## config.mk

```make
export PLATFORM = sky130hd
export DESIGN_NAME = sd_dev_data_tx_ctrl
export DESIGN_NICKNAME = d
export VERILOG_FILES = /design/src/rtl/sd_dev_data_tx_ctrl.sv
export SDC_FILE = /design/constraint.sdc
export NUM_CORES = 1
export LEC_CHECK = 0
export ABC_AREA = 1
export BUFFER_PORTS_ARGS = -buffer_cell sky130_fd_sc_hd__buf_2
export CELL_PAD_IN_SITES_DETAIL_PLACEMENT = 0
export CELL_PAD_IN_SITES_GLOBAL_PLACEMENT = 1
export CORE_MARGIN = 3
export CORE_UTILIZATION = 32
export DETAILED_ROUTE_END_ITERATION = 8
export GPL_TIMING_DRIVEN = 0
export HOLD_SLACK_MARGIN = 0.08
export PLACE_DENSITY_LB_ADDON = 0.1
export SLEW_MARGIN = 10
export SYNTH_ARGS = -nofsm -noshare
export SYNTH_HDL_FRONTEND = slang
export SYNTH_SLANG_ARGS = --single-unit
export TNS_END_PERCENT = 1
```

## constraint.sdc

```tcl
create_clock -name clk -period 2.1 [get_ports clk]
set_clock_uncertainty 0.05 [all_clocks]
set_input_delay 0.315 -clock clk [delete_from_list [all_inputs] [get_ports clk]]
set_output_delay 0.315 -clock clk [all_outputs]
set_load 0.02 [all_outputs]
```

## src/rtl/sd_dev_data_tx_ctrl.sv

```systemverilog
// rtl/sd_dev_data_tx_ctrl.sv - SD device 4-bit data block transmit sequencer
// Optional NAC lead-in slots enabled by macro SD_DEV_TX_NAC_EN.
module sd_dev_data_tx_ctrl #(
  parameter int          BLK_W    = 12,
  parameter logic [15:0] CRC_INIT = 16'h0000
) (
  input  logic             clk,
  input  logic             rst_n,
  input  logic             i_locked,
  input  logic             i_sd_slot_stb,
  input  logic             i_start,
  input  logic             i_abort,
  input  logic [BLK_W-1:0] i_block_size,
`ifdef SD_DEV_TX_NAC_EN
  input  logic [7:0]       i_nac_slots,
`endif
  input  logic [7:0]       i_data,
  input  logic             i_data_valid,
  output logic             o_data_ready,
  output logic             o_sd_data_dir,
  output logic [7:0]       o_sd_data_out,
  output logic             o_busy,
  output logic             o_done,
  output logic             o_underrun
);

  typedef enum logic [2:0] {
    S_IDLE,
`ifdef SD_DEV_TX_NAC_EN
    S_NAC,
`endif
    S_DATA,
    S_CRC,
    S_END
  } state_t;

  state_t           state_q, state_d;
  logic [BLK_W:0]   cnt_q;
  logic [BLK_W:0]   n_q;
  logic [BLK_W:0]   n_plus8;
  logic [3:0][15:0] crc_q;
  logic [3:0][15:0] crc_fold;
  logic [3:0]       low_q;
  logic [3:0]       crc_hi;
  logic [3:0]       crc_lo;
  logic [7:0]       byte_in;
  logic             accept;
  logic             fetch;
`ifdef SD_DEV_TX_NAC_EN
  logic [7:0]       nac_q;
`endif

  function automatic logic [15:0] crc_bit(input logic [15:0] c, input logic b);
    crc_bit = {c[14:0], 1'b0} ^ ((c[15] ^ b) ? 16'h1021 : 16'h0000);
  endfunction

  assign accept  = (state_q == S_IDLE) && i_start && i_locked &&
                   (i_block_size != '0) && !i_abort;
  assign fetch   = i_sd_slot_stb && !i_abort && (state_q == S_DATA) && (cnt_q != n_q);
  assign byte_in = i_data_valid ? i_data : 8'h00;
  assign n_plus8 = n_q + (BLK_W+1)'(8);
  assign crc_hi  = {crc_q[3][15], crc_q[2][15], crc_q[1][15], crc_q[0][15]};
  assign crc_lo  = {crc_q[3][14], crc_q[2][14], crc_q[1][14], crc_q[0][14]};

  assign o_data_ready = fetch;

  // Each lane takes bit L of the high nibble first, then bit L of the low nibble.
  always_comb begin
    crc_fold = crc_q;
    for (int l = 0; l < 4; l++) begin
      crc_fold[l] = crc_bit(crc_bit(crc_q[l], byte_in[l+4]), byte_in[l]);
    end
  end

  always_ff @(posedge clk or negedge rst_n) begin
    if (!rst_n) state_q <= S_IDLE;
    else        state_q <= state_d;
  end

  always_comb begin
    state_d = state_q;
    if (i_abort) begin
      state_d = S_IDLE;
    end else begin
      case (state_q)
        S_IDLE: begin
          if (accept) begin
`ifdef SD_DEV_TX_NAC_EN
            state_d = (i_nac_slots != 8'd0) ? S_NAC : S_DATA;
`else
            state_d = S_DATA;
`endif
          end
        end
`ifdef SD_DEV_TX_NAC_EN
        S_NAC:  if (i_sd_slot_stb && nac_q == 8'd1) state_d = S_DATA;
`endif
        S_DATA: if (i_sd_slot_stb && cnt_q == n_q) state_d = S_CRC;
        S_CRC:  if (i_sd_slot_stb && cnt_q == n_plus8) state_d = S_END;
        S_END:  if (i_sd_slot_stb) state_d = S_IDLE;
        default: state_d = S_IDLE;
      endcase
    end
  end

  always_ff @(posedge clk or negedge rst_n) begin
    if (!rst_n) begin
      o_sd_data_out <= 8'hFF;
      o_sd_data_dir <= 1'b0;
      o_busy        <= 1'b0;
      o_done        <= 1'b0;
      o_underrun    <= 1'b0;
      cnt_q         <= '0;
      n_q           <= '0;
      low_q         <= 4'h0;
      for (int l = 0; l < 4; l++) crc_q[l] <= CRC_INIT;
`ifdef SD_DEV_TX_NAC_EN
      nac_q         <= 8'd0;
`endif
    end else begin
      o_done <= 1'b0;
      if (i_abort) begin
        o_sd_data_dir <= 1'b0;
        o_sd_data_out <= 8'hFF;
        o_busy        <= 1'b0;
      end else if (accept) begin
        n_q        <= {1'b0, i_block_size};
        cnt_q      <= '0;
        o_busy     <= 1'b1;
        o_underrun <= 1'b0;
        low_q      <= 4'h0;
        for (int l = 0; l < 4; l++) crc_q[l] <= CRC_INIT;
`ifdef SD_DEV_TX_NAC_EN
        nac_q      <= i_nac_slots;
`endif
      end else if (i_sd_slot_stb) begin
        case (state_q)
`ifdef SD_DEV_TX_NAC_EN
          S_NAC: begin
            o_sd_data_dir <= 1'b1;
            o_sd_data_out <= 8'hFF;
            nac_q         <= nac_q - 8'd1;
          end
`endif
          S_DATA: begin
            o_sd_data_dir <= 1'b1;
            cnt_q         <= cnt_q + 1'b1;
            if (cnt_q != n_q) begin
              o_sd_data_out <= {low_q, byte_in[7:4]};
              low_q         <= byte_in[3:0];
              crc_q         <= crc_fold;
              if (!i_data_valid) o_underrun <= 1'b1;
            end else begin
              // Last payload nibble pairs with C0; shift so C1 sits at bit 15.
              o_sd_data_out <= {low_q, crc_hi};
              for (int l = 0; l < 4; l++) crc_q[l] <= {crc_q[l][14:0], 1'b0};
            end
          end
          S_CRC: begin
            cnt_q <= cnt_q + 1'b1;
            if (cnt_q == n_plus8) begin
              o_sd_data_out <= {crc_hi, 4'hF};
            end else begin
              o_sd_data_out <= {crc_hi, crc_lo};
              for (int l = 0; l < 4; l++) crc_q[l] <= {crc_q[l][13:0], 2'b00};
            end
          end
          S_END: begin
            o_sd_data_dir <= 1'b0;
            o_sd_data_out <= 8'hFF;
            o_busy        <= 1'b0;
            o_done        <= 1'b1;
          end
          default: ;
        endcase
      end
    end
  end

endmodule

```

### Word level (Yosys, flattened, before mapping)

Index checks and enable logic that the tools add are counted.

| word-level totals | value |
|---|---|
| register bits after elaboration | 108 |
| bits in latches | 0 |
| RAM bits | 0 |
| memory bits (read-only) | 0 |
| bits of input ports | 27 |
| output and inout port bits | 13 |
| word-level logic and storage cells | 127 |
| memories | 0 |

| operators by class | value |
|---|---|
| $add $sub $neg | 2 |
| $mul | 0 |
| divide/modulo/power cells | 0 |
| $lt $le $gt $ge | 0 |
| equality and inequality tests | 13 |
| shift operators | 0 |
| multiplexer cells | 50 |
| bitwise gates (word level) | 17 |
| reductions and logical operators | 32 |

Operators with widths:

| cell | count |
|---|---|
| $mux 64 | 4 |
| $mux 13 | 11 |
| $pmux 64 s2 | 1 |
| $xor 16x13->16 | 8 |
| $mux 8 | 4 |
| $mux 4 | 6 |
| $pmux 8 s3 | 1 |
| $mux 1 | 16 |
| $mux 3 | 5 |
| $add 12x4->13 const B | 1 |
| $add 13x1->13 const B | 1 |
| $eq 13x12->1 | 1 |
| $eq 13x13->1 | 1 |
| $ne 13x12->1 | 1 |
| $ne 3x3->1 const B | 4 |
| $pmux 3 s4 | 1 |
| $reduce_and 4->1 | 3 |
| $reduce_bool 12->1 | 1 |
| $reduce_bool 3->1 | 4 |
| $reduce_bool 2->1 | 5 |
| $logic_and 1x1->1 | 9 |
| $reduce_and 3->1 | 3 |
| $xor 1x1->1 | 8 |
| $eq 3x2->1 const B | 2 |
| 12 further kinds | 13 |

### Depth between registers and ports, before layout

| logic depth | value |
|---|---|
| depth in word-level cells | 11 |
| depth in mapped cells | 15 |

### Worst setup path after synthesis

No wires, ideal clock.

| path | value |
|---|---|
| kind | flip-flop to flip-flop |
| start | reg n_q[3] |
| end | reg crc_q[13] in the netlist's numbering |
| data arrival time | 1792 ps |
| required time | 1928 ps |
| path slack | 136 ps |
| stages on the path, launching flop included | 16 |
| path buffers | 2 |
| period minus slack after synthesis | 1964 ps |
| cells stage by stage | dfrtp_1 > ha_1 > nand3_1 > inv_2 > nand2_1 > nand2_1 > nor2_1 > nand2_1 > nor2_2 > nand4_2 > nand2_4 > nor2_4 > buf_6 > buf_6 > o211ai_2 > nand2_1 |

| between the ends | value |
|---|---|
| longest elaborated chain between the ends | 5 |
| elaborated cells on any way between the ends | 9 |
| classes of those cells | 1 x add/sub; 3 x eq/ne; 4 x mux; 1 x reduce/logical |

RTL lines:

| element | RTL line | RTL |
|---|---|---|
| start, declared | 39 | `logic [BLK_W:0] n_q;` |
| start signal, assigned | 127 | `n_q <= {1'b0, i_block_size};` |
| parallel branches: the longest is 5 deep, another holds $add 12x4->13 | n/a |  |
| end signal, assigned | 151 | `crc_q <= crc_fold;` |
| end, declared | 41 | `logic [3:0][15:0] crc_q;` |

Parallel ways; which one is timed is not known. The select of a mux whose other input is x is not followed.
A chain may end at the register's enable or synchronous reset.

### Worst setup path in the final report

| path | value |
|---|---|
| start | reg cnt_q[6] |
| end | reg crc_q[36] in the netlist's numbering |

| between the ends | value |
|---|---|
| longest elaborated chain between the ends | 5 |
| elaborated cells on any way between the ends | 8 |
| classes of those cells | 3 x eq/ne; 4 x mux; 1 x reduce/logical |

RTL lines:

| element | RTL line | RTL |
|---|---|---|
| start, declared | 38 | `logic [BLK_W:0] cnt_q;` |
| start signal, assigned | 147 | `cnt_q <= cnt_q + 1'b1;` |
| start signal, assigned | 160 | `cnt_q <= cnt_q + 1'b1;` |
| $ne 13x12->1 | 148 | `if (cnt_q != n_q) begin` |
| $mux 64 | 148 |  |
| $pmux 64 s2 | 137 | `case (state_q)` |
| $mux 64 | 136 | `end else if (i_sd_slot_stb) begin` |
| $mux 64 | 126 | `end else if (accept) begin` |

Several ways; a longest one is shown, not always the timed one. The select of a mux whose other input is x is not followed.

==> flow_summary.json <==
{
  "grt-ovfl-total": 0,
  "ant_nets": 0,
  "layout_commonest_cell": "nand2_1",
  "gr-usage-all-layers_pct": 18.5,
  "r2r_slack_ns": -0.14,
  "comb_power_share_pct": 48.2,
  "worstSetupStartpointType": "flip-flop",
  "hp-class": "in -> reg",
  "die_width_um": 147,
  "placed_area_um2": 6880,
  "total_power_uw": 10400,
  "status": "complete, but fails checks",
  "critPathCaptureType": "flip-flop",
  "fin_ws_ns": -0.141,
  "nFillCells": 1990,
  "yosys.area_share.simple_pct": 30.1,
  "setup_viol": 52,
  "p_seq_share_pct": 34.9,
  "crit_path_end": "crc_q[36]$_DFFE_PN0P_",
  "start_util_pct": 33.2,
  "synth-xor-area-share_pct": 4.29,
  "p_clk_share_pct": 16.9,
  "antenna_found_initial": 0,
  "p_int_uw": 5950,
  "clkSinkCount": 107,
  "synth_seq_area_share_pct": 42.4,
  "worst_pin_slew_ns": 0.626,
  "syn_to_final_growth_pct": 28.1,
  "finalWirelength_mm": 19.9,
  "grt_pass1_vias": 5888,
  "syn_area_um2": 6330,
  "cp.arrival_ns": 2.43,
  "diodes": 0,
  "maxSlewViolCount": 0,
  "post-route-cell-area_um2": 8120,
  "r2r.worst_path.cells": 13,
  "violations": "setup timing",
  "numCtsBuffers": 9,
  "yosys.area_share.adder_pct": 1.19,
  "clk_pin_slew_worst_paths_ns": 0.08,
  "root_buffer": "clkbuf_16",
  "yosysWarnings": 0,
  "port_buffers": 38,
  "yosysUniqueCellTypes": 38,
  "drive_above_1_share_pct": 29.4,
  "core_area_um2": 19100,
  "finalHoldViolations": 0,
  "post-synth-top-area-fraction_pct": 39.1,
  "dieArea_um2": 21500,
  "syn_inst": 828,
  "drtPass1Iterations": 5,
  "synth_top_family_by_area": "simple AND/OR/NAND/NOR gates",
  "fin_crit_ns": 2.24,
  "min_period_over_period_pct": 107,
  "drc": 0,
  "drt_iter0_markers": 414,
  "final_cell_mix": "nand2_1 (215), dfrtp_1 (94), nand3_1 (89), buf_4 (52), inv_1 (47)",
  "cap_violations": 0,
  "synth_compound_area_share_pct": 14.7,
  "rsz0062_at_grt": "true",
  "yosys.area.top_type": "dfrtp_1",
  "slew_headroom_pct": 58.3,
  "ys_seq_elements": 107,
  "fmax_mhz": 446,
  "die_h_um": 147,
  "cts_tree": "built",
  "clk_latency_ns": 0.36,
  "globalplace.congestion": 0.845,
  "switching_share_pct": 42.5,
  "timing.rr.start": "cnt_q[6]$_DFFE_PN0P_",
  "synth_edf_count": 0,
  "crit_path_start": "cnt_q[6]$_DFFE_PN0P_",
  "viasPerCell": 5.02,
  "netlist_top_cells_area": "dfrtp_1 (39%), nand2_1 (14%), nand3_1 (7.6%), o211ai_1 (5.0%), xor2_1 (4.0%)",
  "leakage_uw": 0.00408,
  "io_pins": 40,
  "rows": 50,
  "vias": 6002,
  "irDropWorstVdd_v": 0.000543,
  "cts_max_path_buffers": 2,
  "critPathKind": "reg -> reg",
  "layout.nets": 964,
  "regToRegEndpoint": "crc_q[36]$_DFFE_PN0P_",
  "cp.required_ns": 2.29,
  "h-tree-depth": 3,
  "power_density_nw_per_um2": 1280,
  "grt_pass1_wl_mm": 32.0,
  "muxShareOfSynthArea_pct": 0,
  "avgSynthCellArea_um2": 7.65,
  "grt_max_degree": 55,
  "switching_power_uw": 4400,
  "synthesis.nets": 861,
  "synthArstFlopShare_pct": 100,
  "ys.flop_type": "dfrtp_1",
  "dp_hpwl_mm": 14.0,
  "crit_fanout": 10,
  "wl_per_cell_um": 16.7
}
-- layer usage --
metal	vias up	GRT usage [%]	routed length (um)
li1	2961	-	-
met1	2911	26.9	9920
met2	110	28.8	9100
met3	20	2.79	635
met4	0	5.13	274
met5	-	0	0
-- state kept, by name (all words and copies together), names as in the netlist --
register	cells
o_done	1
o_underrun	1
crc_hi	4
low_q	4
o_sd_data_dir	1
crc_q	56
state_q	2
o_sd_data_out	8
n_q	12
crc_lo	4
o_busy	1
cnt_q	13
-- cell type report --
class / instances / area (um^2) / share of cell area, %
multi-input cells: 612 / 3460 / 42.6
well taps: 260 / 325 / 4.01
flip-flops and latches: 107 / 2690 / 33.2
clock inverters: 6 / 65.1 / 0.802
plain buffers: 41 / 352 / 4.33
clock buffers: 10 / 229 / 2.82
inverters: 68 / 270 / 3.33
repair buffers: 91 / 714 / 8.80
repair inverters: 1 / 6.26 / 0.0771
-- through the flow --
step / std cells / hold slack, ns / utilization, % / TNS [ns] / worst slack [ns]
detailed placement: 1127 / 0.272 / 36.1 / -58.24 / -0.769
CTS: 1163 / 0.112 / 39.8 / -7.87 / -0.142
global route: 1196 / 0.132 / 42.5 / -11.26 / -0.228
floorplan: 828 / -0.0306 / - / 0 / 0.136
global placement: 1126 / 0.428 / 35.9 / -129.18 / -0.742
finish: 1196 / 0.129 / 42.5 / -4.55 / -0.141
-- logic make-up after synthesis --
kind of cell | after synthesis
buf+inv | 109
fa+ha+maj | 6
simple gates | 427
flops | 107
compound gates | 148
xor+xnor | 31
-- worst min path at each step --
| stage | slack, ns | cells after the start | end | start |
|---|---|---|---|---|
| floorplan | -0.03 | 0 | cnt_q[0]$_DFFE_PN0P_ | rst_n |
| global placement | 0.43 | 2 | o_sd_data_out[4]$_DFFE_PN1P_ | o_sd_data_out[4]$_DFFE_PN1P_ |
| detailed placement | 0.27 | 1 | state_q[0]$_DFFE_PN0P_ | rst_n |
| CTS | 0.11 | 3 | n_q[7]$_DFFE_PN0P_ | i_block_size[7] |
| global route | 0.13 | 3 | n_q[7]$_DFFE_PN0P_ | i_block_size[7] |
| finish | 0.13 | 3 | n_q[7]$_DFFE_PN0P_ | i_block_size[7] |
-- power groups by stage --
stage               Clock (uW)  Combinational (uW)  Sequential [uW]
finish                    1750                4990             3620
global route              1900                5590             3730
CTS                       1820                4350             3600
detailed placement           0                3870             3630
global placement             0                3810             3610
floorplan                    0                2780             3570
-- worst max-delay path, cell delays in order, from the launching register on --
cell and delay (ns):
dfrtp_1 0.42, inv_2 0.07, nand2_2 0.08, nand2_2 0.07, a21oi_2 0.15, nand3_2 0.11, nor2_4 0.16, nand2_4 0.09
buf_12 0.14, nor2_4 0.16, clkinv_4 0.16, buf_6 0.18, o211ai_1 0.18, nand2_1 0.08
-- repair_timing --
| action | in CTS | in global routing |
|---|---|---|
| hold buffers | 1 | 0 |
| endpoints found under the hold margin | 53 | 0 |
| pin swaps | 16 | 37 |
| buffers inserted | 18 | 30 |
| gates resized for setup | 70 | 92 |
| cloned | 1 | 3 |
| setup endpoints to repair | 106 | 106 |
-- cells in the mapped netlist, types with 2 or more instances --
master / n
nand2_1: 241
nand3_1: 96
dfstp_2: 8
xor2_1: 29
nor4_1: 8
clkbuf_1: 17
a21oi_1: 26
ha_1: 6
nand2_4: 2
nor2_1: 31
o21ai_0: 44
nand4_1: 3
buf_6: 3
inv_1: 52
nor3_1: 6
o211ai_2: 8
xnor2_1: 2
nor2_2: 5
o21a_1: 2
nor2_4: 3
o211ai_1: 42
dfrtp_1: 99
inv_2: 15
o31ai_1: 6
buf_2: 19
o21ai_1: 17
or2_2: 27
Power figures use the tool's default switching activity.
